===== src/rtl/gsim_mtx_fetch_if.sv =====
// Matrix fetch bus: memory read port plus tagged row stream.
// master = fetch engine, slave = memory + datapath side.
interface gsim_mtx_fetch_if #(
  parameter int DW = 256,
  parameter int AW = 10,
  parameter int NW = 5,
  parameter int RW = 5
);
  logic          mem_rreq;
  logic [AW-1:0] mem_addr;
  logic          mem_rrdy;
  logic [DW-1:0] mem_dout;
  logic          mem_dout_vld;
  logic          row_vld;
  logic          row_rdy;
  logic [DW-1:0] row_data;
  logic [RW-1:0] row_idx;
  logic [NW-1:0] row_mat;
  logic          row_last;

  modport master (
    output mem_rreq, mem_addr,
    input  mem_rrdy, mem_dout, mem_dout_vld,
    output row_vld,
    input  row_rdy,
    output row_data, row_idx, row_mat, row_last
  );

  modport slave (
    input  mem_rreq, mem_addr,
    output mem_rrdy, mem_dout, mem_dout_vld,
    input  row_vld,
    output row_rdy,
    input  row_data, row_idx, row_mat, row_last
  );
endinterface


===== src/rtl/gsim_mtx_fetch.sv =====
// Gauss-Seidel matrix fetch engine: issues credit-limited row
// reads, buffers returned rows and streams them tagged downstream.
module gsim_mtx_fetch #(
  parameter int MAT_DIM    = 16,
  parameter int ELEM_W     = 16,
  parameter int ADDR_W     = 10,
  parameter int NUM_W      = 5,
  parameter int FIFO_DEPTH = 4
) (
  input  logic             i_clk,
  input  logic             i_rst_n,
  input  logic             i_start,
  input  logic             i_mode,
  input  logic [NUM_W-1:0] i_matrix_num,
  output logic             o_busy,
  output logic             o_done,
  output logic             o_err,
  gsim_mtx_fetch_if.master bus
);
  localparam int ROWS = MAT_DIM + 1;
  localparam int DW   = MAT_DIM * ELEM_W;
  localparam int RW   = $clog2(ROWS);
  localparam int PW   = $clog2(FIFO_DEPTH);
  localparam int CW   = PW + 1;

  typedef enum logic [1:0] {
    S_IDLE, S_FETCH, S_DRAIN, S_DONE
  } state_t;

  state_t           state_q, state_d;
  logic [NUM_W-1:0] mat_q, mat_d;
  logic [RW-1:0]    row_q, row_d;
  logic [NUM_W-1:0] end_q, end_d;
  logic [NUM_W-1:0] rmat_q, rmat_d;
  logic [RW-1:0]    rrow_q, rrow_d;
  logic [CW-1:0]    out_q, out_d;
  logic [CW-1:0]    cnt_q, cnt_d;
  logic [PW-1:0]    wp_q, wp_d;
  logic [PW-1:0]    rp_q, rp_d;
  logic             err_q, err_d;

  logic [DW-1:0]    dat_q [FIFO_DEPTH];
  logic [RW-1:0]    tidx_q [FIFO_DEPTH];
  logic [NUM_W-1:0] tmat_q [FIFO_DEPTH];

  logic          credit;
  logic          rreq;
  logic          acc;
  logic          push;
  logic          pop;
  logic          last_req;
  logic [CW:0]   used;
  logic [ADDR_W-1:0] addr;

  assign used   = {1'b0, out_q} + {1'b0, cnt_q};
  assign credit = used < (CW+1)'(FIFO_DEPTH);
  assign rreq   = (state_q == S_FETCH) && credit;
  assign acc    = rreq && bus.mem_rrdy;
  assign push   = bus.mem_dout_vld && (out_q != '0);
  assign pop    = (cnt_q != '0) && bus.row_rdy;
  assign last_req = (row_q == RW'(MAT_DIM)) && (mat_q == end_q);
  assign addr   = ADDR_W'(mat_q) * ADDR_W'(ROWS) + ADDR_W'(row_q);

  assign bus.mem_rreq = rreq;
  assign bus.mem_addr = rreq ? addr : '0;
  assign bus.row_vld  = cnt_q != '0;
  assign bus.row_data = bus.row_vld ? dat_q[rp_q] : '0;
  assign bus.row_idx  = bus.row_vld ? tidx_q[rp_q] : '0;
  assign bus.row_mat  = bus.row_vld ? tmat_q[rp_q] : '0;
  assign bus.row_last = bus.row_vld && (tidx_q[rp_q] == RW'(MAT_DIM));
  assign o_busy = (state_q == S_FETCH) || (state_q == S_DRAIN);
  assign o_done = state_q == S_DONE;
  assign o_err  = err_q;

  // Next state, request/response counters and credit bookkeeping
  always_comb begin
    state_d = state_q;
    mat_d   = mat_q;
    row_d   = row_q;
    end_d   = end_q;
    rmat_d  = rmat_q;
    rrow_d  = rrow_q;
    out_d   = out_q;
    cnt_d   = cnt_q;
    wp_d    = wp_q;
    rp_d    = rp_q;
    err_d   = err_q;

    unique case (state_q)
      S_IDLE: begin
        if (i_start) begin
          err_d  = 1'b0;
          row_d  = '0;
          rrow_d = '0;
          if (i_mode) begin
            mat_d   = i_matrix_num;
            end_d   = i_matrix_num;
            rmat_d  = i_matrix_num;
            state_d = S_FETCH;
          end else begin
            mat_d   = '0;
            end_d   = i_matrix_num - 1'b1;
            rmat_d  = '0;
            state_d = (i_matrix_num == '0) ? S_DONE : S_FETCH;
          end
        end
      end
      S_FETCH: begin
        if (acc) begin
          if (row_q == RW'(MAT_DIM)) begin
            row_d = '0;
            mat_d = mat_q + 1'b1;
          end else begin
            row_d = row_q + 1'b1;
          end
          if (last_req) state_d = S_DRAIN;
        end
      end
      S_DRAIN: begin
        if (out_q == '0 && cnt_q == '0) state_d = S_DONE;
      end
      S_DONE: state_d = S_IDLE;
      default: state_d = S_IDLE;
    endcase

    if (bus.mem_dout_vld && out_q == '0) err_d = 1'b1;

    unique case ({acc, push})
      2'b10:   out_d = out_q + 1'b1;
      2'b01:   out_d = out_q - 1'b1;
      default: out_d = out_q;
    endcase

    unique case ({push, pop})
      2'b10:   cnt_d = cnt_q + 1'b1;
      2'b01:   cnt_d = cnt_q - 1'b1;
      default: cnt_d = cnt_q;
    endcase

    if (push) begin
      wp_d = wp_q + 1'b1;
      if (rrow_q == RW'(MAT_DIM)) begin
        rrow_d = '0;
        rmat_d = rmat_q + 1'b1;
      end else begin
        rrow_d = rrow_q + 1'b1;
      end
    end
    if (pop) rp_d = rp_q + 1'b1;
  end

  // Control state registers
  always_ff @(posedge i_clk or negedge i_rst_n) begin
    if (!i_rst_n) begin
      state_q <= S_IDLE;
      mat_q   <= '0;
      row_q   <= '0;
      end_q   <= '0;
      rmat_q  <= '0;
      rrow_q  <= '0;
      out_q   <= '0;
      cnt_q   <= '0;
      wp_q    <= '0;
      rp_q    <= '0;
      err_q   <= 1'b0;
    end else begin
      state_q <= state_d;
      mat_q   <= mat_d;
      row_q   <= row_d;
      end_q   <= end_d;
      rmat_q  <= rmat_d;
      rrow_q  <= rrow_d;
      out_q   <= out_d;
      cnt_q   <= cnt_d;
      wp_q    <= wp_d;
      rp_q    <= rp_d;
      err_q   <= err_d;
    end
  end

  // Row buffer storage; occupancy is tracked by cnt_q
  always_ff @(posedge i_clk) begin
    if (push) begin
      dat_q[wp_q]  <= bus.mem_dout;
      tidx_q[wp_q] <= rrow_q;
      tmat_q[wp_q] <= rmat_q;
    end
  end
endmodule


===== src/flat_wrapper.sv =====
// flat-port wrapper written by rule: the top's interface ports become plain ports
module gsim_mtx_fetch_flat 
#(
  parameter int MAT_DIM    = 16,
  parameter int ELEM_W     = 16,
  parameter int ADDR_W     = 10,
  parameter int NUM_W      = 5,
  parameter int FIFO_DEPTH = 4
)
  (i_clk, i_rst_n, i_start, i_mode, i_matrix_num, o_busy, o_done, o_err, bus_mem_rreq, bus_mem_addr, bus_mem_rrdy, bus_mem_dout, bus_mem_dout_vld, bus_row_vld, bus_row_rdy, bus_row_data, bus_row_idx, bus_row_mat, bus_row_last);
  gsim_mtx_fetch_if #(.DW((256)), .AW((10)), .NW((5)), .RW((5))) bus_i ();
  input  logic i_clk;
  input  logic i_rst_n;
  input  logic i_start;
  input  logic i_mode;
  input  logic [NUM_W-1:0] i_matrix_num;
  output logic o_busy;
  output logic o_done;
  output logic o_err;
  output wire logic [$bits(bus_i.mem_rreq)-1:0] bus_mem_rreq;
  output wire logic [$bits(bus_i.mem_addr)-1:0] bus_mem_addr;
  input wire logic [$bits(bus_i.mem_rrdy)-1:0] bus_mem_rrdy;
  input wire logic [$bits(bus_i.mem_dout)-1:0] bus_mem_dout;
  input wire logic [$bits(bus_i.mem_dout_vld)-1:0] bus_mem_dout_vld;
  output wire logic [$bits(bus_i.row_vld)-1:0] bus_row_vld;
  input wire logic [$bits(bus_i.row_rdy)-1:0] bus_row_rdy;
  output wire logic [$bits(bus_i.row_data)-1:0] bus_row_data;
  output wire logic [$bits(bus_i.row_idx)-1:0] bus_row_idx;
  output wire logic [$bits(bus_i.row_mat)-1:0] bus_row_mat;
  output wire logic [$bits(bus_i.row_last)-1:0] bus_row_last;
  assign bus_mem_rreq = bus_i.mem_rreq;
  assign bus_mem_addr = bus_i.mem_addr;
  assign bus_i.mem_rrdy = bus_mem_rrdy;
  assign bus_i.mem_dout = bus_mem_dout;
  assign bus_i.mem_dout_vld = bus_mem_dout_vld;
  assign bus_row_vld = bus_i.row_vld;
  assign bus_i.row_rdy = bus_row_rdy;
  assign bus_row_data = bus_i.row_data;
  assign bus_row_idx = bus_i.row_idx;
  assign bus_row_mat = bus_i.row_mat;
  assign bus_row_last = bus_i.row_last;
  gsim_mtx_fetch #(.MAT_DIM(MAT_DIM), .ELEM_W(ELEM_W), .ADDR_W(ADDR_W), .NUM_W(NUM_W), .FIFO_DEPTH(FIFO_DEPTH)) u_core (.i_clk(i_clk), .i_rst_n(i_rst_n), .i_start(i_start), .i_mode(i_mode), .i_matrix_num(i_matrix_num), .o_busy(o_busy), .o_done(o_done), .o_err(o_err), .bus(bus_i));
endmodule

===== config.mk =====
export PLATFORM = sky130hd
export DESIGN_NAME = gsim_mtx_fetch_flat
export DESIGN_NICKNAME = d
export VERILOG_FILES = /design/src/rtl/gsim_mtx_fetch_if.sv /design/src/rtl/gsim_mtx_fetch.sv /design/src/flat_wrapper.sv
export SDC_FILE = /design/constraint.sdc
export NUM_CORES = 1
export LEC_CHECK = 0
export ABC_AREA = 0
export CORE_MARGIN = 1
export CORE_UTILIZATION = 45
export DETAILED_ROUTE_END_ITERATION = 10
export HOLD_SLACK_MARGIN = 0.1
export PLACE_DENSITY = 0.78
export RECOVER_POWER = 100
export SYNTH_ARGS = -nofsm -noshare
export SYNTH_HDL_FRONTEND = slang
export SYNTH_SLANG_ARGS = --single-unit

===== constraint.sdc =====
create_clock -name i_clk -period 18.8 [get_ports i_clk]
set_input_delay 3.76 -clock i_clk [delete_from_list [all_inputs] [get_ports i_clk]]
set_output_delay 3.76 -clock i_clk [all_outputs]
set_load 0.01 [all_outputs]

==> results.ini <==
[run_status]
status=finished, violations left
violations=capacitance limit, slew limit

[worst_setup_path]
end_kind=flip-flop
crit_chain=dlygate4sd3_1 > o31ai_1 > inv_1 > and2_0 > clkbuf_1 > clkbuf_1
r2r_end=u_core.dat_q[3][198]
reg2reg_slack_ns=8.69
worstSetupPathType=in -> reg
crit_path_frequent_cell=clkbuf_1
start_kind=input pin
cp_slowest_stage_delay_ns=3.25
cp.required_ns=18.96
reg2reg_depth=5
cp.arrival_ns=13.46
cp_slowest_cell=clkbuf_1
critPathLaunch=bus_mem_dout_vld
cp_max_fo=70
timing.rr.start=u_core.out_q[0]

[drt]
wl_per_cell_um=23.5
ant_nets=0
drc=0
top_layer_used=met5
wl_met2_um=48400
viasPerCell=5.38
met1_length_um=34700
drt_wl_total_um=92600
drt_iter0_drc=1606
wl_met3_um=5540
vias=21200
first_pass_iters=5

[die]
rows=112
dieWidth_um=310
die_h_um=310
num_io_pins=550
core_mm2=0.0937
die_area_mm2=0.0962
start_util_pct=45.6

[job]
max_cap_violations=16

[logic_synthesis]
synth.top_cell.area_share_pct=74.8
synth_edf_count=1064
synth.most_common_cell=edfxtp_1
syn_area_mm2=0.0427
syn_nets=2290
yosysSeqAreaShare_pct=77.0
synth_common_cells=edfxtp_1 (1,064), and2_1 (271), mux4_2 (266)
postSynthAreaPerCell_um2=21.6
synth-main-ff-cell=edfxtp_1
synth_seq_cells=1102
ys_warn_count=0
yosysTopAreaCell=edfxtp_1
yosys-top-cells-area=edfxtp_1 (75%), mux4_2 (14%), and2_1 (4.0%)
ys_types=52
synthArstFlopShare_pct=3.45
synthCells=1983

[clock_network]
clockRootBuffer=clkbuf_16
cts.repair.resized=0
ctsHoldBuffers=0
cts_tree=built
post-cts-setup-buffers=0
clk_pin_slew_ns=0.05
htreeDepth=3
cts_buffers=111
cts_sinks=1102
clockBufferDepth=3
clock_latency_ns=0.69

[grt]
grt_max_degree=139
grt_pass1_wl_um=136000
gr-usage-all-layers_pct=18.9
grt_pass1_vias=22200
antenna_found_initial=53
overflow=0

[place]
gp_congestion=0.784
dp_hpwl_um=57100
dp.cells=3709
io_buffers=549

[final_layout]
fin_util_pct=56.7
area_growth_syn_to_layout_pct=24.3
fin_cells=3945
seq_area_mm2=0.0329
fin_nets=2875
multiInputGateArea_mm2=0.00932
drive_above_1_share_pct=16.4
fill_cells=6735

[worst_hold_path]
hold_path.class=reg -> reg
min_to=u_core.end_q[4]
min-delay-start=u_core.end_q[4]
min_path_cells=2

[sta]
tightest_slew_ns=5.23
rsz0062_at_grt=no
period_minus_slack_ns=13.30
final.setup_skew_ns=0.0254
fmax_mhz=75.2
hold_ws_ns=0.498
max-slew-margin-rel_pct=-249
slew_viol_final=898
fin_tns_setup_ns=0
finalCritPeriodShare_pct=70.7
finalHoldViolCount=0
finalSetupViolCount=0

[pwr]
powerDensity_mw_per_mm2=164
max-vdd-ir-drop_v=0.000151
p_leak_nw=17.5
total_power_mw=8.69

-- per-stage QoR --
step / area (µm²) / setup slack, ns
6_report: 53100 / 5.50
5_1_grt: 53100 / 4.82
4_1_cts: 53100 / 9.20
3_5_place_dp: 49600 / 9.98
3_3_place_gp: 49600 / 10.01
2_1_floorplan: 42700 / 7.80
-- per-layer routing --
layer  global-route usage (%)  vias to the layer above
met1                     22.7                    11000
met3                     4.42                      232
met4                     8.71                       24
met2                     32.3                      715
met5                        0                        -
li1                         -                     9265
-- sequential cells by signal, summed over array words and instances (netlist names) --
register        cells
u_core.cnt_q        3
u_core.rp_q         2
u_core.mat_q        5
u_core.tmat_q      20
u_core.tidx_q      20
u_core.end_q        5
u_core.o_err        1
u_core.row_q        5
u_core.rrow_q       5
u_core.wp_q         2
u_core.out_q        3
u_core.state_q      2
u_core.dat_q     1024
u_core.rmat_q       5
-- cells in the final DEF, fill, tap and decap left out, types with 8 or more instances in the layout --
cell type	n
dfrtp_1	37
edfxtp_1	1064
nand2_1	26
diode_2	30
nor2_1	20
o21ai_0	19
clkinvlp_4	8
clkbuf_1	32
mux4_2	266
clkinv_2	16
ha_1	35
bufinv_16	8
xor2_1	9
inv_1	26
clkbuf_16	111
nand3_1	13
and2_0	27
clkdlybuf4s50_1	34
clkinv_1	28
xnor2_1	14
buf_4	8
dlygate4sd3_1	514
and2_1	245
a21oi_1	10
-- how the worst max path moves through the flow --
stage,end,cells past startpoint
global route,u_core.dat_q[3][199],6
global placement,bus_row_data[188],6
floorplan,u_core.dat_q[0][0],4
finish,u_core.dat_q[3][198],6
CTS,bus_row_data[195],6
detailed placement,bus_row_data[144],6
-- worst max-delay path, delay by kind of cell --
family | cells | cell delay, ns
AO/OA/AOI/OAI | 1 | 0.22
buffers and inverters | 4 | 7.02
AND/OR/NAND/NOR | 1 | 2.21
-- final cells by class --
class,count,share of cell area [%]
repair buffers,569,10.6
inverters,26,0.184
flip-flops and latches,1102,61.9
clock buffers,133,5.38
clock inverters,73,1.28
well taps,1254,2.95
multi-input cells,758,17.5
diodes,30,0.141
-- report_power, final --
part / switching (mW) / internal [mW]
clock network: 0.913 / 1.20
registers: 0.201 / 3.29
logic: 1.52 / 1.57
total: 2.63 / 6.06
-- logic make-up (layout without fill, tap and decap cells) --
group                    count (synthesis)  in the layout  synth area share (%)
flip-flops                            1102           1102                  77.0
AND/OR/NAND/NOR                        365            365                  5.12
multiplexers                           269            269                  14.1
buffers and inverters                  123            801                  1.16
AO/OA/AOI/OAI                           62             62                 0.960
adder cells (fa/ha/maj)                 39             39                  1.21
XOR/XNOR                                23             23                 0.471
other                                    0             30                     0
No activity file was read; power rests on OpenSTA's default activity.
==> variant 1: new RTL, same flow settings <==
Make the reset (`i_rst_n`) synchronous in one clocked block.
--- a/src/rtl/gsim_mtx_fetch.sv
+++ b/src/rtl/gsim_mtx_fetch.sv
@@ -151,5 +151,5 @@
 
   // Control state registers
-  always_ff @(posedge i_clk or negedge i_rst_n) begin
+  always_ff @(posedge i_clk) begin
     if (!i_rst_n) begin
       state_q <= S_IDLE;
Check against the original RTL: differs if i_rst_n is asserted again (counterexample within 4 cycles, from zero or initial values and one cycle with i_rst_n low); with i_rst_n held inactive, the same outputs for 4 cycles.
==> variant 1 against the original RTL <==
- synthesized area barely moved
- via count rose by 0.35%
- synthesized cell count rose by 1.6%
- wire length fell by 0.50%
- first-iteration DRC count rose by 5.0%
- utilization fell by 0.12 points
- design area fell by 0.21%
- sequential cell count rose by 2
- worst setup slack improved by 0.30 ns
- the flow still finishes with violations (max-capacitance violations, max-slew violations)
Power is not compared: it rests on default switching activity, and its combinational part moved more than twofold at a synthesized area within 25%.
==> variant 1: results <==
[yosys]
synth_cell_types = 50
synthArstFlopShare_pct = 0
synth_compound_area_share_pct = 1.16
synth-xor-area-share_pct = 0.471
synth_mux_area_share_pct = 14.0
synthesis.nets = 2321
synth_fa_ha_area_share_pct = 1.21
synth_area_leaders = "edfxtp_1 75%, mux4_2 14%, and2_1 4.1%"
synth_seq_area_share_pct = 76.6
synth_area_per_cell_um2 = 21.2
synth_commonest_cells = "1064 x edfxtp_1, 278 x and2_1, 266 x mux4_2"

[detailed_routing]
via_count = 21284
drt_iter0_drc = 1687
routedWlPerCell_um = 23.2
routed_via_density = 5.35

[timing]
skew_ns = 0.0282
slew_viol_final = 1458

[placement]
place_ws_ns = 10.07
place_congestion = 0.795
hpwl_mm = 57.0
place_inst = 3742
placed_cell_area_um2 = 49600

[status]
violations = "max-capacitance violations, max-slew violations"
outcome = "finished with violations"

[critical_path]
cp_max_fo = 68
r2r_start = "u_core.out_q[0]$_SDFFE_PN0P_"

[flow_run]
cap_violations = 24

[grt]
grt_pass1_wl_mm = 136
global_route.usage.total_pct = 18.8
grt_pass1_vias = 22456
antenna_found_initial = 56

[clock_network]
clk_pin_slew_ns = 0.07
htreeDepth = 3
cts_buffers = 108

[min_path]
min-delay-start = "u_core.end_q[1]$_SDFFE_PN0P_"

[layout]
drive_gt1_share_pct = 16.2
variant 1: cell types whose count changed after synthesis, moves of 5 or more:
cell      unedited run  this run
a21oi_1             10        16
and2_1             271       278
nand3_1             13         8
a21boi_0             0         6
dfrtp_1             38         0
buf_1                8        21
nand2_1             26        37
clkbuf_1            61        50
o211a_1              0         6
dfxtp_1              0        40
nor2_1              20        14
variant 1: power by group through the flow:
stage	clock network, mW	registers, mW	logic (mW)
global placement	0	3.00	1.49
detailed placement	0	3.01	1.51
CTS	2.12	2.96	1.52
global route	2.21	3.00	1.57
floorplan	0	3.03	0.859
finish	2.08	2.98	1.45
variant 1: worst max-delay path: stages:
cell and delay [ns]:
dlygate4sd3_1 0.60, nand2b_1 0.26, inv_1 0.40, and2_0 1.64, clkbuf_1 3.09, clkbuf_1 3.21
variant 1: path summary, 6_finish.rpt:
kind	cells past startpoint	to	slack [ns]
min reg2reg	2	u_core.end_q[1]$_SDFFE_PN0P_	0.51
max reg2reg	6	u_core.dat_q[2][169]$_DFFE_PP_	8.91
min	2	u_core.end_q[1]$_SDFFE_PN0P_	0.51
max	6	u_core.dat_q[2][169]$_DFFE_PP_	5.80
variant 1: area by class of cell:
type | instances | area (um2)
clock inverter | 64 | 578
inverter | 27 | 101
tap | 1254 | 1570
timing repair buffer | 576 | 5630
clock buffer | 135 | 2850
multi-input combinational | 781 | 9470
sequential | 1104 | 32800
fill | 6747 | 40700
antenna | 36 | 90.1
variant 1: kinds of logic (layout without fill, tap and decap cells):
family,after synthesis,in the layout
AO/OA/AOI/OAI,73,73
XOR/XNOR,23,23
adder cells (fa/ha/maj),39,39
buffers and inverters,129,802
flip-flops,1104,1104
multiplexers,267,267
other,0,36
AND/OR/NAND/NOR,379,379
variant 1: per-layer routing:
layer  wire, um  GRT usage [%]  vias up
li1           -              -     9342
met1      34400           22.7    10961
met2      47300           31.6      747
met3       7370           6.04      200
met4       2820           6.94       34
met5        218              0        -
==> variant 2: new RTL, same settings <==
Without the edit above. Add an input register stage for `i_mode`, with the module's reset; this delays it by one clock. The other inputs are not delayed to match.
--- a/src/rtl/gsim_mtx_fetch.sv
+++ b/src/rtl/gsim_mtx_fetch.sv
@@ -28,4 +28,14 @@
   } state_t;
 
+  logic i_mode_q;
+
+  always_ff @(posedge i_clk or negedge i_rst_n) begin
+    if (!i_rst_n) begin
+      i_mode_q <= '0;
+    end else begin
+      i_mode_q <= i_mode;
+    end
+  end
+
   state_t           state_q, state_d;
   logic [NUM_W-1:0] mat_q, mat_d;
@@ -93,5 +103,5 @@
           row_d  = '0;
           rrow_d = '0;
-          if (i_mode) begin
+          if (i_mode_q) begin
             mat_d   = i_matrix_num;
             end_d   = i_matrix_num;
Check against the original RTL: not equivalent (Yosys sat finds a counterexample within 4 cycles, from zero or initial values and one cycle with i_rst_n low).
==> variant 2 against the original RTL <==
- sequential cell count is 1 higher
- the run still ends with max-capacitance violations, max-slew violations left
- largest cell class unchanged
- via count is 0.73% lower
- highest routed layer unchanged
- critical path type unchanged
- worst setup slack better by 1.8 ns
- die area hardly changed
- synthesized area hardly changed
- total power is 0.47% higher
- wire length is 1.7% lower
- design area is 0.26% lower
==> variant 2: results <==
[layout]
nets = 2873
reg_top3 = "u_core.dat_q: 1024 flops, u_core.tidx_q: 20 flops, u_core.tmat_q: 20 flops"
nFillCells = 6756
drive_gt1_share_pct = 16.2
utilization_pct = 56.5

[timing]
fin_crit_sh_pct = 60.9
slew_viol_final = 802
slew_headroom_pct = -224
hold_slack_ns = 0.515
skew_ns = 0.0154

[grt]
grt_max_degree = 151
grt_use_met1_pct = 23.2
grtUsageMet2_pct = 32.2
antenna_found_initial = 39
grt_pass1_vias = 22176
grt_use_met3_pct = 4.13
global_route.usage.total_pct = 18.8
grt_pass1_wl_mm = 136

[clock_network]
htreeDepth = 3
root_buffer = "clkbuf_16"
worstSkewPairLatency_ns = 0.68
ctsResizeCount = 0
cts_buffers = 108
post_cts_buffers = 0
clk_pin_slew_ns = 0.06

[yosys]
synth_commonest_cells = "1064 x edfxtp_1, 273 x and2_1, 266 x mux4_2"
synth_cells = 1984
synth_seq_area_share_pct = 77.0
synth_cell_types = 51
synth_edf_count = 1064
synth_area_leaders = "edfxtp_1 75%, mux4_2 14%, and2_1 4.0%"
synthesis.nets = 2291
synthArstFlopShare_pct = 3.54

[detailed_routing]
routedWlPerCell_um = 23.1
met1_length_mm = 34.5
routed_via_density = 5.35
wl_met3_mm = 5.70
wl_met2_mm = 48.0
drt_iter0_drc = 1600
drt_wl_total_mm = 91.0
firstDrtPassIters = 5
dr.max_layer_used = "met5"

[critical_path]
regToRegSetupSlack_ns = 10.51
arrival_ns = 11.64
cp_max_fo = 65
slowest_delay_ns = 3.51
cp_slowest_cell = "and2_0"

[placement]
place_inst = 3710
placed_cell_area_um2 = 49600
place_ws_ns = 9.92
hpwl_mm = 55.6
place_congestion = 0.791
io_buffers = 549

[status]
violations = "max-capacitance violations, max-slew violations"
outcome = "finished with violations"

[min_path]
hold_class = "flip-flop to flip-flop"

[power_and_ir_drop]
leakage_nw = 17.3
ir_drop_v = 0.000113

[flow_run]
cap_violations = 12
## variant 2: final timing paths
kind                                                  start                              to  cells after the start
max in group asynchronous                           i_rst_n      u_core.rp_q[1]$_DFFE_PN0N_                      1
worst min register to register  u_core.cnt_q[2]$_DFFE_PN0P_     u_core.cnt_q[2]$_DFFE_PN0P_                      1
worst min-delay path            u_core.cnt_q[2]$_DFFE_PN0P_     u_core.cnt_q[2]$_DFFE_PN0P_                      1
worst max register to register  u_core.out_q[0]$_DFFE_PN0P_  u_core.dat_q[1][204]$_DFFE_PP_                      4
worst max-delay path                       bus_mem_dout_vld  u_core.dat_q[1][204]$_DFFE_PP_                      5
min in group asynchronous                           i_rst_n       u_core.i_mode_q$_DFF_PN0_                      1
## variant 2: cell type report
class | count | area share [%]
clock inverter | 63 | 0.968
sequential | 1103 | 62.1
timing repair buffer | 569 | 10.7
antenna | 27 | 0.127
tap | 1254 | 2.96
multi-input combinational | 760 | 17.6
inverter | 24 | 0.170
clock buffer | 138 | 5.39
## variant 2: logic make-up (layout without fill, tap and decap cells)
logic type      Yosys count  in the layout  share of synthesized area (%)
compound gates           62             62                          0.899
xor+xnor                 21             21                          0.430
fa+ha+maj                39             39                           1.21
buf+inv                 121            794                           1.14
flops                  1103           1103                           77.0
mux                     270            270                           14.1
other cells               0             27                              0
simple gates            368            368                           5.18
## variant 2: worst max-delay path: cells and delay by family
family,cells,cell delay [ns]
compound gates,1,0.19
buf+inv,3,3.95
simple gates,1,3.51
## variant 2: power breakdown
part / internal, mW / switching [mW]
Sequential: 3.30 / 0.171
Clock: 1.17 / 0.879
Combinational: 1.66 / 1.56
Total: 6.12 / 2.61
